==> config.mk <==
export PLATFORM = sky130hd
export DESIGN_NAME = fft_frame_feeder
export DESIGN_NICKNAME = d
export VERILOG_FILES = /design/src/rtl/fft_frame_feeder.sv
export SDC_FILE = /design/constraint.sdc
export NUM_CORES = 1
export LEC_CHECK = 0
export CAP_MARGIN = 0
export CORE_MARGIN = 2
export CORE_UTILIZATION = 35
export CTS_CLUSTER_DIAMETER = 80
export DETAILED_ROUTE_END_ITERATION = 12
export HOLD_SLACK_MARGIN = 0.06
export PLACE_DENSITY = 0.76
export SETUP_SLACK_MARGIN = 0.5
export SLEW_MARGIN = 0
export SYNTH_ARGS = -nofsm -noshare
export SYNTH_HDL_FRONTEND = slang
export SYNTH_SLANG_ARGS = --single-unit
==> constraint.sdc <==
create_clock -name i_clk -period 1.7 [get_ports i_clk]
set_input_delay 0.51 -clock i_clk [delete_from_list [all_inputs] [get_ports i_clk]]
set_output_delay 0.51 -clock i_clk [all_outputs]
set_load 0.02 [all_outputs]
==> src/rtl/fft_frame_feeder.sv <==
// fft_frame_feeder: packs signed real samples into complex FFT input words
// and cuts them into frames of FRAME_LEN words. The frame boundary is marked
// with o_data_last. A flush request closes a partial frame by appending
// zero words up to the end of the frame.
module fft_frame_feeder #(
  parameter int FRAME_LEN = 1024,
  parameter int SAMPLE_W  = 16
) (
  input  logic                i_clk,
  input  logic                i_rst,
  input  logic                i_data_valid,
  input  logic [SAMPLE_W-1:0] i_data,
  output logic                o_data_ready,
  input  logic                i_flush,
  output logic                o_data_valid,
  output logic [31:0]         o_data,
  output logic                o_data_last,
  input  logic                i_data_ready,
  output logic [15:0]         o_frame_count,
  output logic                o_padding
);

  localparam int CNT_W = $clog2(FRAME_LEN);
  localparam logic [CNT_W-1:0] LAST_IDX = CNT_W'(FRAME_LEN - 1);
  localparam logic [CNT_W-1:0] CNT_ONE  = CNT_W'(1);
  localparam logic [CNT_W-1:0] CNT_ZERO = CNT_W'(0);

  typedef enum logic {
    ST_RUN = 1'b0,
    ST_PAD = 1'b1
  } state_t;

  state_t            r_state;
  state_t            w_state_next;
  logic [CNT_W-1:0]  r_wcnt;
  logic [CNT_W-1:0]  w_wcnt_next;
  logic              r_valid;
  logic              r_last;
  logic              r_padding;
  logic [31:0]       r_data;
  logic [15:0]       r_frame_count;

  logic              w_load;
  logic              w_accept;
  logic              w_word_load;
  logic              w_word_last;
  logic [31:0]       w_word;
  logic signed [15:0] w_sample_ext;

  // The output register can take a new word when empty or being drained.
  assign w_load       = !r_valid || i_data_ready;
  // Ready is gated by reset so nothing is accepted while reset is held.
  assign o_data_ready = !i_rst && (r_state == ST_RUN) && w_load;
  assign w_accept     = o_data_ready && i_data_valid;
  assign w_sample_ext = 16'($signed(i_data));

  assign o_data_valid  = r_valid;
  assign o_data        = r_data;
  assign o_data_last   = r_last;
  assign o_frame_count = r_frame_count;
  assign o_padding     = r_padding;

  // Select the next word, its frame position and the next FSM state.
  always_comb begin
    w_word_load  = 1'b0;
    w_word       = 32'h0000_0000;
    w_state_next = r_state;
    case (r_state)
      ST_RUN: begin
        w_word_load = w_accept;
        w_word      = {16'h0000, w_sample_ext};
      end
      ST_PAD: begin
        w_word_load = w_load;
        w_word      = 32'h0000_0000;
      end
      default: begin
        w_word_load = 1'b0;
        w_word      = 32'h0000_0000;
      end
    endcase

    w_word_last = w_word_load && (r_wcnt == LAST_IDX);

    if (w_word_load) begin
      w_wcnt_next = r_wcnt + CNT_ONE;
    end else begin
      w_wcnt_next = r_wcnt;
    end

    // A flush only matters if the frame (including a same-cycle sample)
    // is partially filled; flush requests are ignored while padding.
    case (r_state)
      ST_RUN: begin
        if (i_flush && (w_wcnt_next != CNT_ZERO)) begin
          w_state_next = ST_PAD;
        end else begin
          w_state_next = ST_RUN;
        end
      end
      ST_PAD: begin
        if (w_word_last) begin
          w_state_next = ST_RUN;
        end else begin
          w_state_next = ST_PAD;
        end
      end
      default: begin
        w_state_next = ST_RUN;
      end
    endcase
  end

  // FSM, word counter, frame counter and the single output register stage.
  always_ff @(posedge i_clk or posedge i_rst) begin
    if (i_rst) begin
      r_state       <= ST_RUN;
      r_padding     <= 1'b0;
      r_wcnt        <= CNT_ZERO;
      r_valid       <= 1'b0;
      r_last        <= 1'b0;
      r_data        <= 32'h0000_0000;
      r_frame_count <= 16'h0000;
    end else begin
      r_state   <= w_state_next;
      r_padding <= (w_state_next == ST_PAD);
      r_wcnt    <= w_wcnt_next;
      if (w_word_load) begin
        r_data  <= w_word;
        r_valid <= 1'b1;
        r_last  <= w_word_last;
      end else if (i_data_ready) begin
        r_valid <= 1'b0;
        r_last  <= 1'b0;
      end else begin
        r_valid <= r_valid;
        r_last  <= r_last;
      end
      if (w_word_last) begin
        r_frame_count <= r_frame_count + 16'h0001;
      end else begin
        r_frame_count <= r_frame_count;
      end
    end
  end

endmodule

=== After elaboration in Yosys (flattened, before gate mapping) ===
Cells that the tools add are included.
Widths: inputs -> output; s select.

* Register bits: 61
* Bits of input ports: 21
* Output and inout bits: 52
* Word-level logic and storage cells: 29

* Bitwise operators: 1
* Eq/ne operators: 1
* $add $sub $neg: 2
* Reduce and logical (&&, ||, !) cells: 10
* Muxes and demuxes: 9

{| class="wikitable"
|+ Operator list
! cell !! count
|-
| $pmux 32 s2 || 1
|-
| $add 16x1->16 const B || 1
|-
| $add 10x1->10 const B || 1
|-
| $eq 10x10->1 const B || 1
|-
| $mux 10 || 1
|-
| $reduce_bool 10->1 || 1
|-
| $logic_and 1x1->1 || 5
|-
| $mux 1 || 5
|-
| $pmux 1 s2 || 2
|-
| $logic_not 1->1 || 2
|-
| $reduce_bool 2->1 || 1
|-
| $logic_or 1x1->1 || 1
|-
| $not 1->1 || 1
|}

=== Depth between registers and ports, before layout ===
Gate-level depths: netlist (run 1).

* Depth after elaboration: 10
* Gate-level depth with buffers: 7
* Mapped depth without buffers: 7

=== Worst setup path before layout (run 1) ===
Ideal clock, no wire load.

* Path kind: register to register
* From: reg r_valid, in the netlist o_data_valid
* To: reg r_data[10], in the netlist o_data[10]
* Library setup time: 0.066 ns
* Required time: 1.634 ns
* Clock period less this slack: 2.054 ns
* Path buffers: 2
* Stages on the path, launching flop included: 7
* Data arrival time: 1.987 ns
* Setup slack: -0.354 ns
* Path through: dfrtp_1 > nor2b_1 > nor3_1 > and2_1 > clkbuf_1 > clkbuf_1 > a22o_1

* Word-level cells in the longest chain between the ends: 5

{| class="wikitable"
|+ Ends and longest elaborated chain
! item !! line !! RTL
|-
| start: declaration || 37 || <nowiki>logic r_valid;</nowiki>
|-
| start signal: assignment || 136 || <nowiki>r_valid <= r_valid;</nowiki>
|-
| $logic_not 1->1 || 51 || <nowiki>assign w_load = !r_valid || i_data_ready;</nowiki>
|-
| $logic_or 1x1->1 || 51 ||
|-
| $logic_and 1x1->1 || 53 || <nowiki>assign o_data_ready = !i_rst && (r_state == ST_RUN) && w_load;</nowiki>
|-
| net o_data_ready || 13 || <nowiki>output logic o_data_ready,</nowiki>
|-
| $logic_and 1x1->1 || 54 || <nowiki>assign w_accept = o_data_ready && i_data_valid;</nowiki>
|-
| $pmux 1 s2 || 68 || <nowiki>case (r_state)</nowiki>
|-
| end signal: assignment || 129 || <nowiki>r_data <= w_word;</nowiki>
|-
| end: declaration || 40 || <nowiki>logic [31:0] r_data;</nowiki>
|}

The timed path passes the listed nets, and every way through them passes these cells.
A chain may end at the register's enable or synchronous reset.

=== Worst setup path in the final report (run 1) ===
* From: reg r_valid, in the netlist o_data_valid
* To: reg r_padding, in the netlist o_padding

* Word-level cells in the longest chain between the ends: 10
* Elaborated cells on any way between the ends: 12
* Those cells by class: mux (5); reduce/logical (7)

{| class="wikitable"
|+ Ends and longest elaborated chain
! item !! line !! RTL
|-
| $logic_not 1->1 (*) || 51 ||
|-
| $logic_or 1x1->1 (*) || 51 ||
|-
| $logic_and 1x1->1 || 53 ||
|-
| $logic_and 1x1->1 || 54 ||
|-
| $pmux 1 s2 (*) || 68 ||
|-
| $mux 10 || 85 || <nowiki>if (w_word_load) begin</nowiki>
|-
| $reduce_bool 10->1 || 95 || <nowiki>if (i_flush && (w_wcnt_next != CNT_ZERO)) begin</nowiki>
|-
| $logic_and 1x1->1 || 95 ||
|-
| $mux 1 || 95 ||
|-
| $pmux 1 s2 (*) || 93 || <nowiki>case (r_state)</nowiki>
|-
| net w_state_next || 34 || <nowiki>state_t w_state_next;</nowiki>
|-
| end signal: assignment || 126 || <nowiki>r_padding <= (w_state_next == ST_PAD);</nowiki>
|-
| end: declaration || 39 || <nowiki>logic r_padding;</nowiki>
|}

Mark *: on every way through the listed nets, which the timed path passes. The rest lies on a longest branch.

==> results of run 1 <==
[worst max-delay path, delay by kind of cell (launching register included)]
| family | cells | cell delay, ns |
|---|---|---|
| AO/OA/AOI/OAI | 4 | 0.76 |
| flip-flops | 1 | 0.43 |
| multiplexers | 1 | 0.28 |
| AND/OR/NAND/NOR | 1 | 0.14 |
| buffers and inverters | 1 | 0.11 |
[registers in the layout, indices dropped and copies added (netlist names)]
| name | count |
|---|---|
| o_data | 16 |
| o_data_last | 1 |
| o_data_valid | 1 |
| o_frame_count | 16 |
| o_padding | 1 |
| r_wcnt | 10 |
[final cells by class]
cell class / count / area [sq um]
clock buffer: 7 / 86.33
fill: 469 / 2086
inverter: 2 / 11.26
multi-input combinational: 132 / 1119
sequential: 45 / 1132
tap: 75 / 93.84
timing repair buffer: 144 / 1358
[cells by family after synthesis]
group | after synthesis | synth area share, %
and+or+nand+nor | 60 | 15.72
DFF | 45 | 53.38
AOI/OAI and AO/OA | 28 | 11.27
xor gates and xnor gates | 24 | 9.964
buffers and inverters | 23 | 7.295
adders and majority gates | 2 | 1.186
muxes | 2 | 1.008
other | 1 | 0.1778
[stage by stage]
step | total power, mW | TNS [ns]
global route | 3.478 | -3.025
detailed placement | 2.179 | -21.77
finish | 3.344 | -1.281
global placement | 2.151 | -20.25
CTS | 3.075 | -0.7353
floorplan | 1.759 | -1.219
[path summary, 6_finish.rpt]
| path | start | endpoint | slack, ns | cells past startpoint |
|---|---|---|---|---|
| setup / recovery | o_data_valid | o_padding | -0.14 | 7 |
| setup reg to reg | o_data_valid | o_padding | -0.14 | 7 |
| min in group i_clk | i_data_ready | o_data_last | 0.54 | 3 |
| hold / removal | i_rst | o_data[11] | 0.54 | 5 |
| max in group asynchronous | i_rst | o_frame_count[12] | 0.91 | 5 |
| hold reg to reg | o_data[1] | o_data[1] | 0.54 | 1 |
[layer usage]
metal,part of all wire (%),vias to the layer above,routed length [um]
li1,-,905,-
met1,39,986,2369
met2,56,60,3355
met3,4.2,6,254
met4,0.40,0,24
met5,0,-,0
[where the power goes]
part / switching, mW / total (mW) / internal (mW) / leakage (nW)
clock network: 0.345 / 0.668 / 0.323 / 0.0443
logic: 0.620 / 1.40 / 0.778 / 1.24
registers: 0.104 / 1.28 / 1.17 / 0.598
[placed cells by master, fill, tap and decap left out, types with 3 or more instances in the layout]
cell,n
xnor2_1,13
conb_1,16
xnor2_2,4
nand4_1,5
buf_6,59
dfrtp_2,5
clkdlybuf4s50_1,17
xor2_1,5
a22o_1,16
a21oi_1,3
nand3_1,3
buf_2,3
buf_4,63
and3_1,4
clkbuf_8,6
nand2_1,18
dfrtp_1,40
[what timing repair did]
action / in CTS / in global routing
endpoints found under the hold margin: 0 / 0
setup endpoints to repair: 81 / 80
pin swaps: 26 / 30
gates resized for setup: 259 / 30
buffers inserted: 31 / 21
==> flow_summary.ini, run 1 <==
[clocking]
numCtsBuffers = 5
clk_latency_ns = 0.29
cts-htree-levels = 2
tritoncts = yes
root_buffer = clkbuf_8
clockBufferDepth = 2
clk_pin_slew_ns = 0.08
numClockSinks = 45
postCtsHoldBufs = 0

[placement]
dp.final_hpwl_um = 3514
dp_cells = 346
dp_slack_ns = -0.7859
placed_area_sq_um = 3020
port_buffers = 56
place_congestion = 0.8815

[logic_synthesis]
async_reset_ff_share_pct = 100.0
synth_edf_count = 0
synthTopCellsByCount = dfrtp_1 (45), nand2_1 (19), xnor2_1 (17)
synth_most_common_cell = dfrtp_1
syn_area_sq_um = 2110
yosysUniqueCellTypes = 38
ys_seq_area_share_pct = 53.38
synthFlopType = dfrtp_1
yosys.area.top_type = dfrtp_1
synth_area_per_cell_sq_um = 11.40
yosys_register_bits = 45
syn_inst = 185
synth_warnings = 0
synthTopCellsByArea = dfrtp_1 (53%), xnor2_1 (7.1%), a22o_1 (6.6%)
synth_top_area_share_pct = 53.38

[detailed_routing]
drc_errors = 0
dr.pass1.iters = 4
routedWlPerCell_um = 14.82
wl_um = 6004
drtIter0Drc = 72
vias = 1957
ant_nets = 0
via_per_inst = 4.832

[floorplanning]
io_pins = 73
fp.dieW_um = 81.64
dieArea_sq_um = 6664
initial_core_util_pct = 35.84
fp.dieH_um = 81.64
coreArea_sq_um = 5886
num_rows = 28

[worst_setup_path]
max_stage_delay_ns = 0.43
path_cells = nor2b_4 -> buf_6 -> a2111oi_4 -> mux2i_1 -> a21oi_1 -> o41ai_2 -> o21ai_1
cp.arrival_ns = 2.02
cp-start-kind = flip-flop
worstPathRequired_ns = 1.88
crit_type = flip-flop to flip-flop
cp_slowest_cell = dfrtp_2
crit_fanout = 3
endpoint_kind = flip-flop

[global_route]
grt_overflow = 0
met1_usage_pct = 20.13
antenna_found_initial = 0
use_met2_pct = 30.25
grt_pass1_wl_um = 8521
track_usage_pct = 16.58
gr-usage-met3_pct = 3.956
top_usage_layer = met2
grt_pass1_vias = 1871
grt_max_degree = 46

[power_and_ir_drop]
powerDensity_nw_per_um2 = 880.0
peakVddDrop_v = 0.0004506
p_leak_nw = 1.883

[finish]
antennaDiodeCount = 0
finalInstanceArea_sq_um = 3800
nets = 353
syn_to_final_growth_pct = 80.13
layout.cells.non_filler = 405
drive_gt1_share_pct = 52.73
finalCoreUtilization_pct = 64.56

[sta]
fin_ws_ns = -0.1382
period_needed_ns = 1.838
rsz0062_at_grt = true
maxSlewViolCount = 0
min_period_over_period_pct = 108.1
setup_viol = 17
fin_skew_ns = 0.009541
max_freq_ghz = 0.5440
fin_hold_ws_ns = 0.5378
hold_viol = 0

[min_path]
hold_class = input port to async pin

[flow_run]
maxCapViolations = 0

[status]
violations = setup timing
status = finished, violations left
Note: power is estimated with default switching activity, not from simulation.
==> run 2, diff against run 1 <==
--- a/config.mk
+++ b/config.mk
@@ -5,13 +5,14 @@
 export SDC_FILE = /design/constraint.sdc
 export NUM_CORES = 1
 export LEC_CHECK = 0
+export ABC_AREA = 1
 export CAP_MARGIN = 0
 export CORE_MARGIN = 2
 export CORE_UTILIZATION = 35
 export CTS_CLUSTER_DIAMETER = 80
 export DETAILED_ROUTE_END_ITERATION = 12
 export HOLD_SLACK_MARGIN = 0.06
-export PLACE_DENSITY = 0.76
+export PLACE_DENSITY = 0.74
 export SETUP_SLACK_MARGIN = 0.5
 export SLEW_MARGIN = 0
 export SYNTH_ARGS = -nofsm -noshare
==> run 2 against run 1 <==
Compared with the run above: the flow now finishes without violations; clock power decreased by 3.1%; register-to-register slack better by 0.17 ns; global-route usage rose by 0.50 points; combinational power up 3%; count of clock-buffer cells in the layout is the same; synthesized cell count up 37%; critical path type unchanged; sequential share of layout area down 1.4 points.
==> flow_summary.ini, run 2 <==
[sta]
hold_viol = 0
maxSlewViolCount = 0
tightest_slew_ns = 0.5742
max_freq_ghz = 0.5999
fin_ws_ns = 0.03297
setup_viol = 0
rsz0062_at_grt = true
fin_skew_ns = 0.01544
period_needed_ns = 1.667
slew_headroom_pct = 61.72
min_period_over_period_pct = 98.06

[clocking]
clk_pin_slew_ns = 0.09
clockBufferDepth = 2
cts-htree-levels = 2
numCtsBuffers = 5
clk_latency_ns = 0.30
root_buffer = clkbuf_8
tritoncts = yes
numClockSinks = 45

[logic_synthesis]
synthTopCellsByCount = nand2_1 (60), dfrtp_1 (45), inv_1 (24)
yosys_register_bits = 45
syn_area_sq_um = 2432
synth_area_per_cell_sq_um = 9.576
ys_seq_area_share_pct = 46.30
synth_most_common_cell = nand2_1
yosysUniqueCellTypes = 33
synth_top_area_share_pct = 46.30
async_reset_ff_share_pct = 100.0
synthFlopType = dfrtp_1
synth_warnings = 0
yosys.area.top_type = dfrtp_1
syn_inst = 254
synth_edf_count = 0
synthTopCellsByArea = dfrtp_1 (46%), nand2_1 (9.3%), a32o_1 (6.6%)

[placement]
placed_area_sq_um = 3227
dp.final_hpwl_um = 3879
place_congestion = 0.8837
dp_cells = 406
port_buffers = 56
dp_slack_ns = -0.7639

[detailed_routing]
ant_nets = 0
drc_errors = 0
vias = 2242
wl_um = 6692
routedWlPerCell_um = 14.48
dr.pass1.iters = 4
via_per_inst = 4.853
drtIter0Drc = 76

[status]
status = finished, final reports clean

[power_and_ir_drop]
power.internal_mw = 2.199
powerDensity_nw_per_um2 = 864.3
seqPwrFrac_pct = 39.3
p_leak_nw = 1.970
peakVddDrop_v = 0.0005159
p_clk_share_pct = 18.8
p_sw_share_pct = 36.16
power_frac_comb_pct = 41.9
switchingPower_mw = 1.245

[flow_run]
maxCapViolations = 0

[global_route]
grt_pass1_wl_um = 10160
track_usage_pct = 17.08
antenna_found_initial = 0
grt_overflow = 0
grt_max_degree = 46
grt_pass1_vias = 2227

[floorplanning]
coreArea_sq_um = 6756
dieArea_sq_um = 7633
fp.dieW_um = 87.37
num_rows = 30
initial_core_util_pct = 36.00
io_pins = 73
fp.dieH_um = 87.37

[finish]
syn_to_final_growth_pct = 63.84
nets = 404
fillers = 547
register_area_sq_um = 1134
finalCoreUtilization_pct = 58.98
final_cell_mix = buf_6 (55), nand2_1 (47), buf_4 (47)
layout.cells.non_filler = 462
finalInstanceArea_sq_um = 3985
mostFrequentLayoutCell = buf_6
drive_gt1_share_pct = 48.69
antennaDiodeCount = 0
multiInputGateArea_sq_um = 1289

[worst_setup_path]
worstPathRequired_ns = 1.89
endpoint_kind = flip-flop
crit_fanout = 7
cp-start-kind = flip-flop
crit_type = flip-flop to flip-flop
cp.arrival_ns = 1.85

[min_path]
hold_class = input port to async pin
[run 2: final cells by class]
class / count / area share, %
flip-flops and latches: 45 / 28.45
clock buffers: 7 / 1.915
repair buffers: 126 / 30.99
multi-input cells: 175 / 32.34
clock inverters: 1 / 0.1256
well taps: 80 / 2.512
inverters: 28 / 3.673
[run 2: final timing paths]
check	slack, ns	depth (start not counted)	to	start
max	0.03	11	o_padding	o_data_valid
min	0.52	4	r_wcnt[6]	i_rst
max reg2reg	0.03	11	o_padding	o_data_valid
min reg2reg	0.52	1	o_data[13]	o_data[13]
max in group asynchronous	0.75	4	r_wcnt[0]	i_rst
min in group i_clk	0.52	1	o_data[13]	o_data[13]
[run 2: metrics by stage]
stage               power, mW  TNS (ns)  hold WS (ns)
floorplan               1.923         0        0.2989
global placement        2.244    -13.15        0.4736
detailed placement      2.273    -14.03        0.4839
CTS                     3.207         0        0.5270
global route            3.668   -0.1277        0.5471
finish                  3.444         0        0.5171
[run 2: logic make-up after synthesis]
group	count (synthesis)	synth area share (%)
adders and majority gates	2	1.029
xor gates and xnor gates	15	5.401
buffers and inverters	50	11.06
and+or+nand+nor	117	27.26
other	1	0.1542
AOI/OAI and AO/OA	24	8.796
DFF	45	46.30
[run 2: power groups by stage]
stage	Combinational [mW]	Clock (mW)	Sequential (mW)
global route	1.60	0.709	1.36
finish	1.44	0.647	1.35
floorplan	0.592	0	1.33
detailed placement	0.934	0	1.34
CTS	1.21	0.668	1.33
global placement	0.911	0	1.33
[run 2: per-layer routing]
metal / global-route usage [%] / wire (um) / vias to the layer above
li1: - / - / 1054
met1: 19.23 / 2460 / 1084
met2: 30.92 / 3663 / 79
met3: 4.171 / 326 / 25
met4: 6.434 / 242 / 0
met5: 0 / 0 / -
[run 2: critical path, stage by stage (launching register included)]
cell	delay [ns]
dfrtp_2	0.41
inv_2	0.07
nor2_4	0.04
buf_6	0.13
a21oi_4	0.23
nand3_2	0.14
nand2_2	0.11
nand3_1	0.07
nor2_1	0.08
nand3_1	0.09
nand2_1	0.11
nand2_1	0.07
[run 2: repair_timing]
item / in CTS / in global routing
hold buffers: 0 / 0
pin swaps: 22 / 19
setup endpoints to repair: 126 / 80
setup buffers: 29 / 17
gates resized for setup: 256 / 44
cloned: 2 / 0
